## config.mk

```make
export PLATFORM = sky130hd
export DESIGN_NAME = pipeline_hazard_ctrl
export DESIGN_NICKNAME = d
export VERILOG_FILES = /design/src/rtl/pipe_ctrl_pkg.sv /design/src/rtl/fwd_select.sv /design/src/rtl/pipeline_hazard_ctrl.sv
export SDC_FILE = /design/constraint.sdc
export NUM_CORES = 1
export LEC_CHECK = 0
export ABC_AREA = 1
export CORE_ASPECT_RATIO = 1.2
export CORE_MARGIN = 5
export CORE_UTILIZATION = 40
export DETAILED_ROUTE_END_ITERATION = 8
export GPL_TIMING_DRIVEN = 0
export HOLD_SLACK_MARGIN = 0.03
export PLACE_DENSITY = 0.61
export SYNTH_ARGS = -nofsm -noshare
export SYNTH_HDL_FRONTEND = slang
export SYNTH_SLANG_ARGS = --single-unit
```

## constraint.sdc

```tcl
create_clock -name clk -period 2.04 [get_ports clk]
set_input_delay 0.408 -clock clk [delete_from_list [all_inputs] [get_ports clk]]
set_output_delay 0.408 -clock clk [all_outputs]
set_load 0.01 [all_outputs]
```

## src/rtl/pipe_ctrl_pkg.sv

```systemverilog
// pipe_ctrl_pkg: shared types and constants for the pipeline hazard/run controller.
//   core_state_t : run-control FSM encoding (LOAD, RUN, DRAIN, HALTED)
//   FWD_*        : EX operand select encodings
//   tracker_t    : per-stage destination/control metadata record
package pipe_ctrl_pkg;

   localparam int unsigned ADDR_W = 5;

   typedef enum logic [1:0] {
      ST_LOAD   = 2'b00,
      ST_RUN    = 2'b01,
      ST_DRAIN  = 2'b10,
      ST_HALTED = 2'b11
   } core_state_t;

   localparam logic [1:0] FWD_RF    = 2'b00;
   localparam logic [1:0] FWD_EXMEM = 2'b10;
   localparam logic [1:0] FWD_MEMWB = 2'b01;

   typedef struct packed {
      logic              valid;
      logic [ADDR_W-1:0] rs1;
      logic [ADDR_W-1:0] rs2;
      logic              use1;
      logic              use2;
      logic [ADDR_W-1:0] rd;
      logic              reg_write;
      logic              mem_read;
   } tracker_t;

   localparam tracker_t TRK_EMPTY = '0;

   // True when stage entry t produces the value that operand rs needs.
   function automatic logic produces(input logic              valid,
                                     input logic              reg_write,
                                     input logic [ADDR_W-1:0] rd,
                                     input logic [ADDR_W-1:0] rs,
                                     input logic              use_rs);
      return valid & reg_write & (rd != '0) & (rd == rs) & use_rs;
   endfunction

endpackage

```

## src/rtl/fwd_select.sv

```systemverilog
// fwd_select: combinational forwarding select for one EX source operand.
//   rs, use_rs : source register index and whether it is actually read
//   ex_mem     : EX/MEM tracker entry (highest priority)
//   mem_wb     : MEM/WB tracker entry
//   sel_c      : 2-bit operand select (FWD_RF / FWD_EXMEM / FWD_MEMWB)
module fwd_select
   import pipe_ctrl_pkg::*;
(
   input  logic [ADDR_W-1:0] rs,
   input  logic              use_rs,
   input  tracker_t          ex_mem,
   input  tracker_t          mem_wb,
   output logic [1:0]        sel_c
);

   // Youngest producer wins.
   always_comb begin
      sel_c = FWD_RF;
      if (produces(ex_mem.valid, ex_mem.reg_write, ex_mem.rd, rs, use_rs)) begin
         sel_c = FWD_EXMEM;
      end else if (produces(mem_wb.valid, mem_wb.reg_write, mem_wb.rd, rs, use_rs)) begin
         sel_c = FWD_MEMWB;
      end
   end

   // Source-side and load fields of the older entries play no part in forwarding.
   logic unused;
   assign unused = ^{ex_mem.rs1, ex_mem.rs2, ex_mem.use1, ex_mem.use2, ex_mem.mem_read,
                     mem_wb.rs1, mem_wb.rs2, mem_wb.use1, mem_wb.use2, mem_wb.mem_read};

endmodule

```

## src/rtl/pipeline_hazard_ctrl.sv

```systemverilog
// pipeline_hazard_ctrl: pipeline control for a 5-stage core.
// Tracks ID/EX, EX/MEM, MEM/WB metadata and produces forwarding selects,
// load-use stalls, taken-branch flushes, run-control state and perf counters.
//   clk, rst_n                 : clock, async active-low reset
//   load_mode, start           : run-control requests
//   id_*                       : decoded ID-stage instruction
//   branch_taken               : branch resolved taken in EX/MEM
//   fwd_a, fwd_b               : EX operand selects
//   pc_en, if_id_en            : PC / IF-ID load enables
//   if_id_flush, id_ex_flush,
//   ex_mem_flush               : bubble insertion per pipeline register
//   core_state                 : 00 LOAD, 01 RUN, 10 DRAIN, 11 HALTED
//   stall_cnt, flush_cnt       : saturating performance counters
module pipeline_hazard_ctrl
   import pipe_ctrl_pkg::*;
#(
   parameter int unsigned REG_ADDR_W   = ADDR_W,
   parameter int unsigned CNT_W        = 16,
   parameter int unsigned DRAIN_CYCLES = 3
) (
   input  logic                  clk,
   input  logic                  rst_n,
   input  logic                  load_mode,
   input  logic                  start,
   input  logic                  id_valid,
   input  logic [REG_ADDR_W-1:0] id_rs1,
   input  logic [REG_ADDR_W-1:0] id_rs2,
   input  logic                  id_uses_rs1,
   input  logic                  id_uses_rs2,
   input  logic [REG_ADDR_W-1:0] id_rd,
   input  logic                  id_reg_write,
   input  logic                  id_mem_read,
   input  logic                  id_halt,
   input  logic                  branch_taken,
   output logic [1:0]            fwd_a,
   output logic [1:0]            fwd_b,
   output logic                  pc_en,
   output logic                  if_id_en,
   output logic                  if_id_flush,
   output logic                  id_ex_flush,
   output logic                  ex_mem_flush,
   output logic [1:0]            core_state,
   output logic [CNT_W-1:0]      stall_cnt,
   output logic [CNT_W-1:0]      flush_cnt
);

   localparam int unsigned DRN_W   = (DRAIN_CYCLES < 1) ? 1 : $clog2(DRAIN_CYCLES + 1);
   localparam logic [CNT_W-1:0] CNT_MAX = {CNT_W{1'b1}};

   core_state_t      state;
   logic [DRN_W-1:0] drain_cnt;
   tracker_t         id_ex;
   tracker_t         ex_mem;
   tracker_t         mem_wb;
   tracker_t         id_entry;

   logic in_run;
   logic in_drain;
   logic load_use;
   logic branch_act;
   logic adv;
   logic stall_inc;
   logic all_empty;

   assign in_run   = (state == ST_RUN);
   assign in_drain = (state == ST_DRAIN);

   // Instruction in ID needs a value still being loaded by the instruction in EX.
   assign load_use = in_run & id_valid & id_ex.valid & id_ex.mem_read & (id_ex.rd != '0) &
                     ((id_uses_rs1 & (ADDR_W'(id_rs1) == id_ex.rd)) |
                      (id_uses_rs2 & (ADDR_W'(id_rs2) == id_ex.rd)));

   assign branch_act = branch_taken & (in_run | in_drain);
   assign adv        = in_run & id_valid & ~load_use & ~branch_taken;
   // A taken branch squashes the load, so the stall never happens.
   assign stall_inc  = load_use & ~branch_taken;
   assign all_empty  = ~id_ex.valid & ~ex_mem.valid & ~mem_wb.valid;

   always_comb begin
      id_entry           = TRK_EMPTY;
      id_entry.valid     = 1'b1;
      id_entry.rs1       = ADDR_W'(id_rs1);
      id_entry.rs2       = ADDR_W'(id_rs2);
      id_entry.use1      = id_uses_rs1;
      id_entry.use2      = id_uses_rs2;
      id_entry.rd        = ADDR_W'(id_rd);
      id_entry.reg_write = id_reg_write;
      id_entry.mem_read  = id_mem_read;
   end

   fwd_select u_fwd_a (
      .rs     (id_ex.rs1),
      .use_rs (id_ex.use1),
      .ex_mem (ex_mem),
      .mem_wb (mem_wb),
      .sel_c  (fwd_a)
   );

   fwd_select u_fwd_b (
      .rs     (id_ex.rs2),
      .use_rs (id_ex.use2),
      .ex_mem (ex_mem),
      .mem_wb (mem_wb),
      .sel_c  (fwd_b)
   );

   // Trackers, counters and run-control state.
   always_ff @(posedge clk or negedge rst_n) begin
      if (!rst_n) begin
         state     <= ST_LOAD;
         drain_cnt <= '0;
         id_ex     <= TRK_EMPTY;
         ex_mem    <= TRK_EMPTY;
         mem_wb    <= TRK_EMPTY;
         stall_cnt <= '0;
         flush_cnt <= '0;
      end else begin
         id_ex  <= adv ? id_entry : TRK_EMPTY;
         ex_mem <= branch_act ? TRK_EMPTY : id_ex;
         mem_wb <= ex_mem;

         if (stall_inc && (stall_cnt != CNT_MAX)) begin
            stall_cnt <= stall_cnt + CNT_W'(1);
         end
         if (branch_act && (flush_cnt != CNT_MAX)) begin
            flush_cnt <= flush_cnt + CNT_W'(1);
         end

         case (state)
            ST_LOAD: begin
               if (start) begin
                  state     <= ST_RUN;
                  stall_cnt <= '0;
                  flush_cnt <= '0;
               end
            end
            ST_RUN: begin
               if (id_halt && adv) begin
                  state     <= ST_DRAIN;
                  drain_cnt <= DRN_W'(DRAIN_CYCLES);
               end
            end
            ST_DRAIN: begin
               // A taken branch behind the halt means the halt was on the wrong path.
               if (branch_taken) begin
                  state     <= ST_RUN;
                  drain_cnt <= '0;
               end else if ((drain_cnt == '0) && all_empty) begin
                  state <= ST_HALTED;
               end else if (drain_cnt != '0) begin
                  drain_cnt <= drain_cnt - DRN_W'(1);
               end
            end
            ST_HALTED: begin
               if (load_mode) begin
                  state <= ST_LOAD;
               end else if (start) begin
                  state <= ST_RUN;
               end
            end
            default: state <= ST_LOAD;
         endcase
      end
   end

   // Enables and flushes; LOAD/HALTED freeze fetch and bubble everything.
   always_comb begin
      pc_en        = 1'b0;
      if_id_en     = 1'b0;
      if_id_flush  = 1'b1;
      id_ex_flush  = 1'b1;
      ex_mem_flush = 1'b1;
      case (state)
         ST_RUN: begin
            pc_en        = ~load_use;
            if_id_en     = ~load_use;
            if_id_flush  = 1'b0;
            id_ex_flush  = load_use;
            ex_mem_flush = 1'b0;
         end
         ST_DRAIN: begin
            if_id_flush  = 1'b1;
            id_ex_flush  = 1'b0;
            ex_mem_flush = 1'b0;
         end
         default: ;
      endcase
      if (branch_act) begin
         pc_en        = 1'b1;
         if_id_en     = 1'b1;
         if_id_flush  = 1'b1;
         id_ex_flush  = 1'b1;
         ex_mem_flush = 1'b1;
      end
   end

   assign core_state = state;

endmodule

```

==> results.json, run 1 <==
{
  "yosys-top-cells-area": "dfrtp_1 45%, nand2_1 11%, inv_1 8.1%, nor2_1 8.1%, xor2_1 3.8%",
  "fp.dieH_um": 118,
  "yosysSeqAreaShare": 0.448,
  "synth_xor_area_frac": 0.0515,
  "power.density_mw_per_mm2": 929,
  "worst-path-buf-inv": 5,
  "reg2reg_from": "core_state[0]",
  "path_cells": "inv_4 > ha_4 > nand2_4 > inv_2 > nand4_1 > inv_2 > nand2_4 > nand2_2 > nand2_2 > buf_6 > buf_6",
  "cp_slowest_stage_delay_ns": 0.43,
  "critPathTopFamily": "buffers and inverters",
  "power_mw": 4.92,
  "htreeDepth": 3,
  "synth_ff_type": "dfrtp_1",
  "drv_cap": 0,
  "antennaDiodeCount": 0,
  "synth_area_mm2": 0.00391,
  "final.setup.tns_ns": -0.00142,
  "violations": "setup timing",
  "cts_hold_buf": 0,
  "die_x_um": 100,
  "dp_slack_ns": -0.712,
  "yosysWarningCount": 0,
  "ys_ff_latch": 70,
  "p_leak_nw": 2.57,
  "fin_area_mm2": 0.00530,
  "grt_first_pass_wirelength_um": 16800,
  "drive_above_1_share": 0.165,
  "routabilityCongestion": 0.852,
  "netlist-cell-type-count": 37,
  "fin_ws_ns": -0.00142,
  "synth_top_area_share": 0.448,
  "initial_core_util": 0.409,
  "ant_nets": 0,
  "hold_class": "input pin to async pin",
  "synth_fa_ha_area_frac": 0.0256,
  "timing.hold.ws_ns": 0.192,
  "synth_top_family_by_area": "simple AND/OR/NAND/NOR gates",
  "viasPerCell": 4.85,
  "wire_per_inst_um": 13.7,
  "overflow": 0,
  "synth_edf_count": 0,
  "criticalPathCategory": "flop to primary output",
  "critPathLaunchType": "flop",
  "ios": 69,
  "cp_data_arrival_time_ns": 1.63,
  "ctsRootBufferMaster": "clkbuf_16",
  "status": "finished with violations",
  "r2r_cells": 9,
  "die_area_mm2": 0.0119,
  "cts_tree": "done",
  "clock_sinks": 70,
  "worst_pin_slew_ns": 0.884,
  "syn_avg_cell_area_um2": 7.56,
  "synthMuxAreaShare": 0,
  "setup_violations": 1,
  "final_max_slew_viol_count": 0,
  "postPlaceCellArea_mm2": 0.00474,
  "ys_async_sr_fraction": 1.00,
  "wirelength_um": 10200,
  "cts_made_buffers": 9,
  "antenna_found_initial": 0,
  "max_freq_ghz": 0.490,
  "synthCells": 518,
  "finalCritPeriodShare": 1.00,
  "ir_drop_mv": 0.545,
  "path_max_fanout": 3,
  "finalClockSkew_ns": 0.00522,
  "r2r_setup_slack_ns": 0.14,
  "r2r_end": "flush_cnt[7]",
  "crit_slowest_cell": "dfrtp_2",
  "synth_compound_area_frac": 0.0764,
  "dpl.hpwl_um": 7250,
  "area_growth_pct": 35.3,
  "track_usage": 0.178,
  "nets": 654,
  "clk_pin_slew_ns": 0.05,
  "insertion_delay_ns": 0.33,
  "synth-simple-area-share": 0.299,
  "route.detailed.drc": 0,
  "vias": 3621,
  "yosysTopAreaCell": "dfrtp_1",
  "grt_pass1_vias": 3650,
  "cts_buffer_depth": 2,
  "rows": 39,
  "worstSetupEndpointType": "primary output",
  "hold_violations": 0,
  "synth_fp_nets": 552,
  "drtPass1Iterations": 4,
  "min_period_ns": 2.04,
  "io_buffers": 67,
  "cp.required_ns": 1.63,
  "max_slew_margin": 0.411,
  "grt_max_degree": 71,
  "coreArea_mm2": 0.00956,
  "grt_setup_unrepaired": "true",
  "drt-initial-drc-count": 102
}
-- power breakdown --
group	total, mW	leakage, nW	internal (mW)	switching (mW)
combinational	1.65	1.48	0.745	0.906
sequential	1.73	0.951	1.56	0.172
clock	1.54	0.142	1.00	0.542
total	4.92	2.57	3.30	1.62
-- sequential cells by signal (all words and copies together), names as in the netlist --
signal / cells
id_ex: 20
core_state: 2
flush_cnt: 16
mem_wb: 7
stall_cnt: 16
ex_mem: 7
drain_cnt: 2
-- cells in the final DEF (no fill, tap or decap), drive strengths merged --
cell type	n
nand2	118
nor2	93
inv	85
dfrtp	70
clkdlybuf4s50	44
buf	38
nand3	29
o21ai	18
xor2	17
clkbuf	17
a21oi	16
dlygate4sd2	15
nor3	13
nand4	10
ha	8
xnor2	6
or2	4
o211ai	3
o22ai	3
a211oi	3
nor4	3
o2111ai	2
a22oi	2
nor3b	2
a21boi	1
a31oi	1
o32ai	1
bufinv	1
-- cell families after synthesis --
group / after synthesis
simple gates: 272
xor+xnor: 23
compound gates: 50
buf+inv: 95
fa+ha+maj: 8
flops: 70
-- timing repair --
item	in CTS	in global routing
pin swaps	12	12
setup buffers	14	10
endpoints found under the setup margin	20	23
resized for setup	69	22
-- worst max-delay path by stage --
| stage | start | to | slack, ns | cells after the start |
|---|---|---|---|---|
| after floorplan | core_state[1] | pc_en | 0.11 | 10 |
| after global placement | rst_n | id_ex[17] | -1.87 | 1 |
| after detailed placement | id_rs1[2] | id_ex_flush | -0.71 | 12 |
| after CTS | core_state[1] | pc_en | -0.02 | 11 |
| after global routing | core_state[1] | pc_en | -0.09 | 11 |
| final | core_state[1] | pc_en | -0.001 | 11 |
-- metal layers --
| metal | up-vias | track usage | part of all wire |
|---|---|---|---|
| li1 | 1827 | - | - |
| met1 | 1696 | 0.210 | 0.42 |
| met2 | 82 | 0.307 | 0.52 |
| met3 | 16 | 0.0348 | 0.046 |
| met4 | 0 | 0.0851 | 0.018 |
| met5 | - | 0 | 0 |
-- cells in the mapped netlist (4+ instances only) --
master,n
nand2_1,117
inv_1,84
nor2_1,84
dfrtp_1,70
nand3_1,27
o21ai_0,17
xor2_1,17
a21oi_1,16
nor3_1,13
nand4_1,10
ha_1,8
nor2_2,8
xnor2_1,6
buf_2,4
-- worst register-to-register path, cell delays in order (launching register included) --
cell and delay (ns):
dfrtp_2 0.40, inv_1 0.09, ha_1 0.35, nand2_2 0.11
inv_4 0.12, nand2_1 0.09, buf_2 0.20, nor2_2 0.18
xor2_1 0.18, nor2_1 0.06
-- area by class of cell --
class / instances / area [um2]
plain buffers: 10 / 78.8
clock buffers: 13 / 260
clock inverters: 1 / 30.0
fillers: 908 / 4270
inverters: 85 / 324
multi-input cells: 353 / 1890
flip-flops and latches: 70 / 1760
well taps: 123 / 154
repair buffers: 91 / 805
-- through the flow --
stage,utilization,std cells
final,0.554,746
after global routing,0.554,746
after detailed placement,0.495,708
after CTS,0.540,736
after global placement,0.495,708
after floorplan,-,518
Note: power is estimated with default switching activity, not from simulation.
==> inputs of run 2 (changes only) <==
--- a/config.mk
+++ b/config.mk
@@ -9,6 +9,7 @@
 export CORE_ASPECT_RATIO = 1.2
 export CORE_MARGIN = 5
 export CORE_UTILIZATION = 40
+export CTS_CLUSTER_DIAMETER = 80
 export DETAILED_ROUTE_END_ITERATION = 8
 export GPL_TIMING_DRIVEN = 0
 export HOLD_SLACK_MARGIN = 0.03
==> results of run 2 <==
No change in the layout: final DEF, timing and power equal those of run 1.
==> inputs of run 3 (changes only) <==
--- a/config.mk
+++ b/config.mk
@@ -6,7 +6,6 @@
 export NUM_CORES = 1
 export LEC_CHECK = 0
 export ABC_AREA = 1
-export CORE_ASPECT_RATIO = 1.2
 export CORE_MARGIN = 5
 export CORE_UTILIZATION = 40
 export CTS_CLUSTER_DIAMETER = 80
==> results.json, run 3 (synthesized netlist as in run 1, its figures left out) <==
{
  "die_area_mm2": 0.0119,
  "fin_ws_ns": -0.0571,
  "routabilityCongestion": 0.861,
  "min_period_ns": 2.10,
  "dp_slack_ns": -0.719,
  "clock_sinks": 70,
  "nets": 661,
  "coreArea_mm2": 0.00964,
  "viasPerCell": 4.78,
  "hold_class": "input pin to async pin",
  "ctsRootBufferMaster": "clkbuf_8",
  "ir_drop_mv": 0.391,
  "final_common_cell": "nand2_1",
  "layoutNonFillerInstCount": 765,
  "cts_tree": "done",
  "drive_above_1_share": 0.185,
  "area_growth_pct": 36.3,
  "dpl.hpwl_um": 7320,
  "criticalPathCategory": "flop to primary output",
  "vias": 3656,
  "cts_made_buffers": 9,
  "cp_slowest_stage_delay_ns": 0.46,
  "max_freq_ghz": 0.477,
  "insertion_delay_ns": 0.33,
  "clk_pin_slew_ns": 0.07,
  "drtPass1Iterations": 4,
  "hold_violations": 0,
  "crit_slowest_cell": "dfrtp_2",
  "status": "finished with violations",
  "path_max_fanout": 4,
  "wirelength_um": 10400,
  "dp_cells": 718,
  "post-route-util": 0.553,
  "track_usage": 0.181,
  "setup_violations": 2,
  "htreeDepth": 3,
  "nFillCells": 942,
  "antennaDiodeCount": 0,
  "cts_hold_buf": 0,
  "grt_setup_unrepaired": "true",
  "grt_pass1_vias": 3603,
  "rows": 36,
  "postPlaceCellArea_mm2": 0.00475,
  "violations": "setup timing",
  "finalClockSkew_ns": 0.0107,
  "drt-initial-drc-count": 135,
  "cp.required_ns": 1.63,
  "initial_core_util": 0.406,
  "grt_max_degree": 71,
  "power.density_mw_per_mm2": 854,
  "grt_first_pass_wirelength_um": 16800,
  "overflow": 0,
  "ios": 69,
  "path_cells": "buf_6 > nor2_4 > nand4_1 > nand4_1 > inv_2 > nand2_4 > nand2_2 > nand2_2 > buf_6 > buf_6",
  "wire_per_inst_um": 13.6,
  "cp_data_arrival_time_ns": 1.69,
  "fin_area_mm2": 0.00534,
  "critPathLaunchType": "flop",
  "reg_top3": "id_ex: 20 flops, flush_cnt: 16 flops, stall_cnt: 16 flops",
  "cts_buffer_depth": 2,
  "antenna_found_initial": 0,
  "drv_cap": 0,
  "largest_reg_flops": 20,
  "route.detailed.drc": 0,
  "io_buffers": 67,
  "max_slew_margin": 0.402,
  "worstSetupEndpointType": "primary output",
  "p_leak_nw": 2.58,
  "finalCritPeriodShare": 1.03,
  "top_register": "id_ex",
  "worst-path-buf-inv": 4,
  "ant_nets": 0,
  "worst_pin_slew_ns": 0.897,
  "die_x_um": 109,
  "layout_common_cells": "109 x nand2_1, 77 x nor2_1, 74 x inv_1",
  "crit_top_cell": "buf_6",
  "final_max_slew_viol_count": 0,
  "fp.dieH_um": 109,
  "critPathTopFamily": "simple AND/OR/NAND/NOR gates"
}
==> run 3: changes by cell type in the layout (fill, tap and decap cells not counted), sizes merged <==
| cell | delta |
|---|---|
| clkinvlp | +2 |
| clkbuf | -2 |
| dlygate4sd2 | -1 |
| buf | +7 |
| clkinv | +2 |
| dlymetal6s2s | +1 |
==> run 3: where the power goes <==
| part | switching, mW | internal, mW | total (mW) |
|---|---|---|---|
| Sequential | 0.172 | 1.55 | 1.72 |
| Clock | 0.534 | 0.599 | 1.13 |
| Combinational | 0.912 | 0.786 | 1.70 |
==> run 3: final cells by class <==
| cell class | instances | area, um2 | area share |
|---|---|---|---|
| Buffer | 10 | 78.8 | 0.0148 |
| Clock buffer | 11 | 141 | 0.0265 |
| Clock inverter | 5 | 58.8 | 0.0110 |
| Inverter | 85 | 322 | 0.0603 |
| Multi-Input combinational cell | 353 | 1920 | 0.359 |
| Sequential cell | 70 | 1760 | 0.329 |
| Tap cell | 133 | 166 | 0.0312 |
| Timing Repair Buffer | 98 | 896 | 0.168 |
==> run 3: per-layer routing <==
| layer | GRT usage | share of wire | vias up |
|---|---|---|---|
| li1 | - | - | 1841 |
| met1 | 0.231 | 0.46 | 1707 |
| met2 | 0.307 | 0.49 | 90 |
| met3 | 0.0290 | 0.037 | 18 |
| met4 | 0.0676 | 0.016 | 0 |
| met5 | 0 | 0 | - |
==> run 3: final timing paths <==
kind                        startpoint             to  slack, ns  depth (start not counted)
setup / recovery              id_ex[2]          pc_en      -0.06                         10
hold / removal                   rst_n   flush_cnt[1]       0.20                          1
setup reg to reg              id_ex[2]      ex_mem[2]       0.03                         14
hold reg to reg              ex_mem[1]      mem_wb[1]       0.39                          0
max in group asynchronous        rst_n  core_state[0]       1.21                          1
min in group clk           id_uses_rs2       id_ex[7]       0.34                          3
==> run 3: what timing repair did <==
item / in CTS / in global routing
buffers inserted: 28 / 4
gates resized for setup: 73 / 29
endpoints found under the setup margin: 19 / 25
pin swaps: 18 / 16
==> run 3: through the flow <==
stage	power (mW)	TNS, ns	hold WS (ns)
finish	4.55	-0.111	0.200
global route	4.89	-0.565	0.274
CTS	4.50	-0.220	0.232
detailed placement	3.20	-6.66	0.382
global placement	3.17	-137.55	0.367
floorplan	2.59	0	0.112
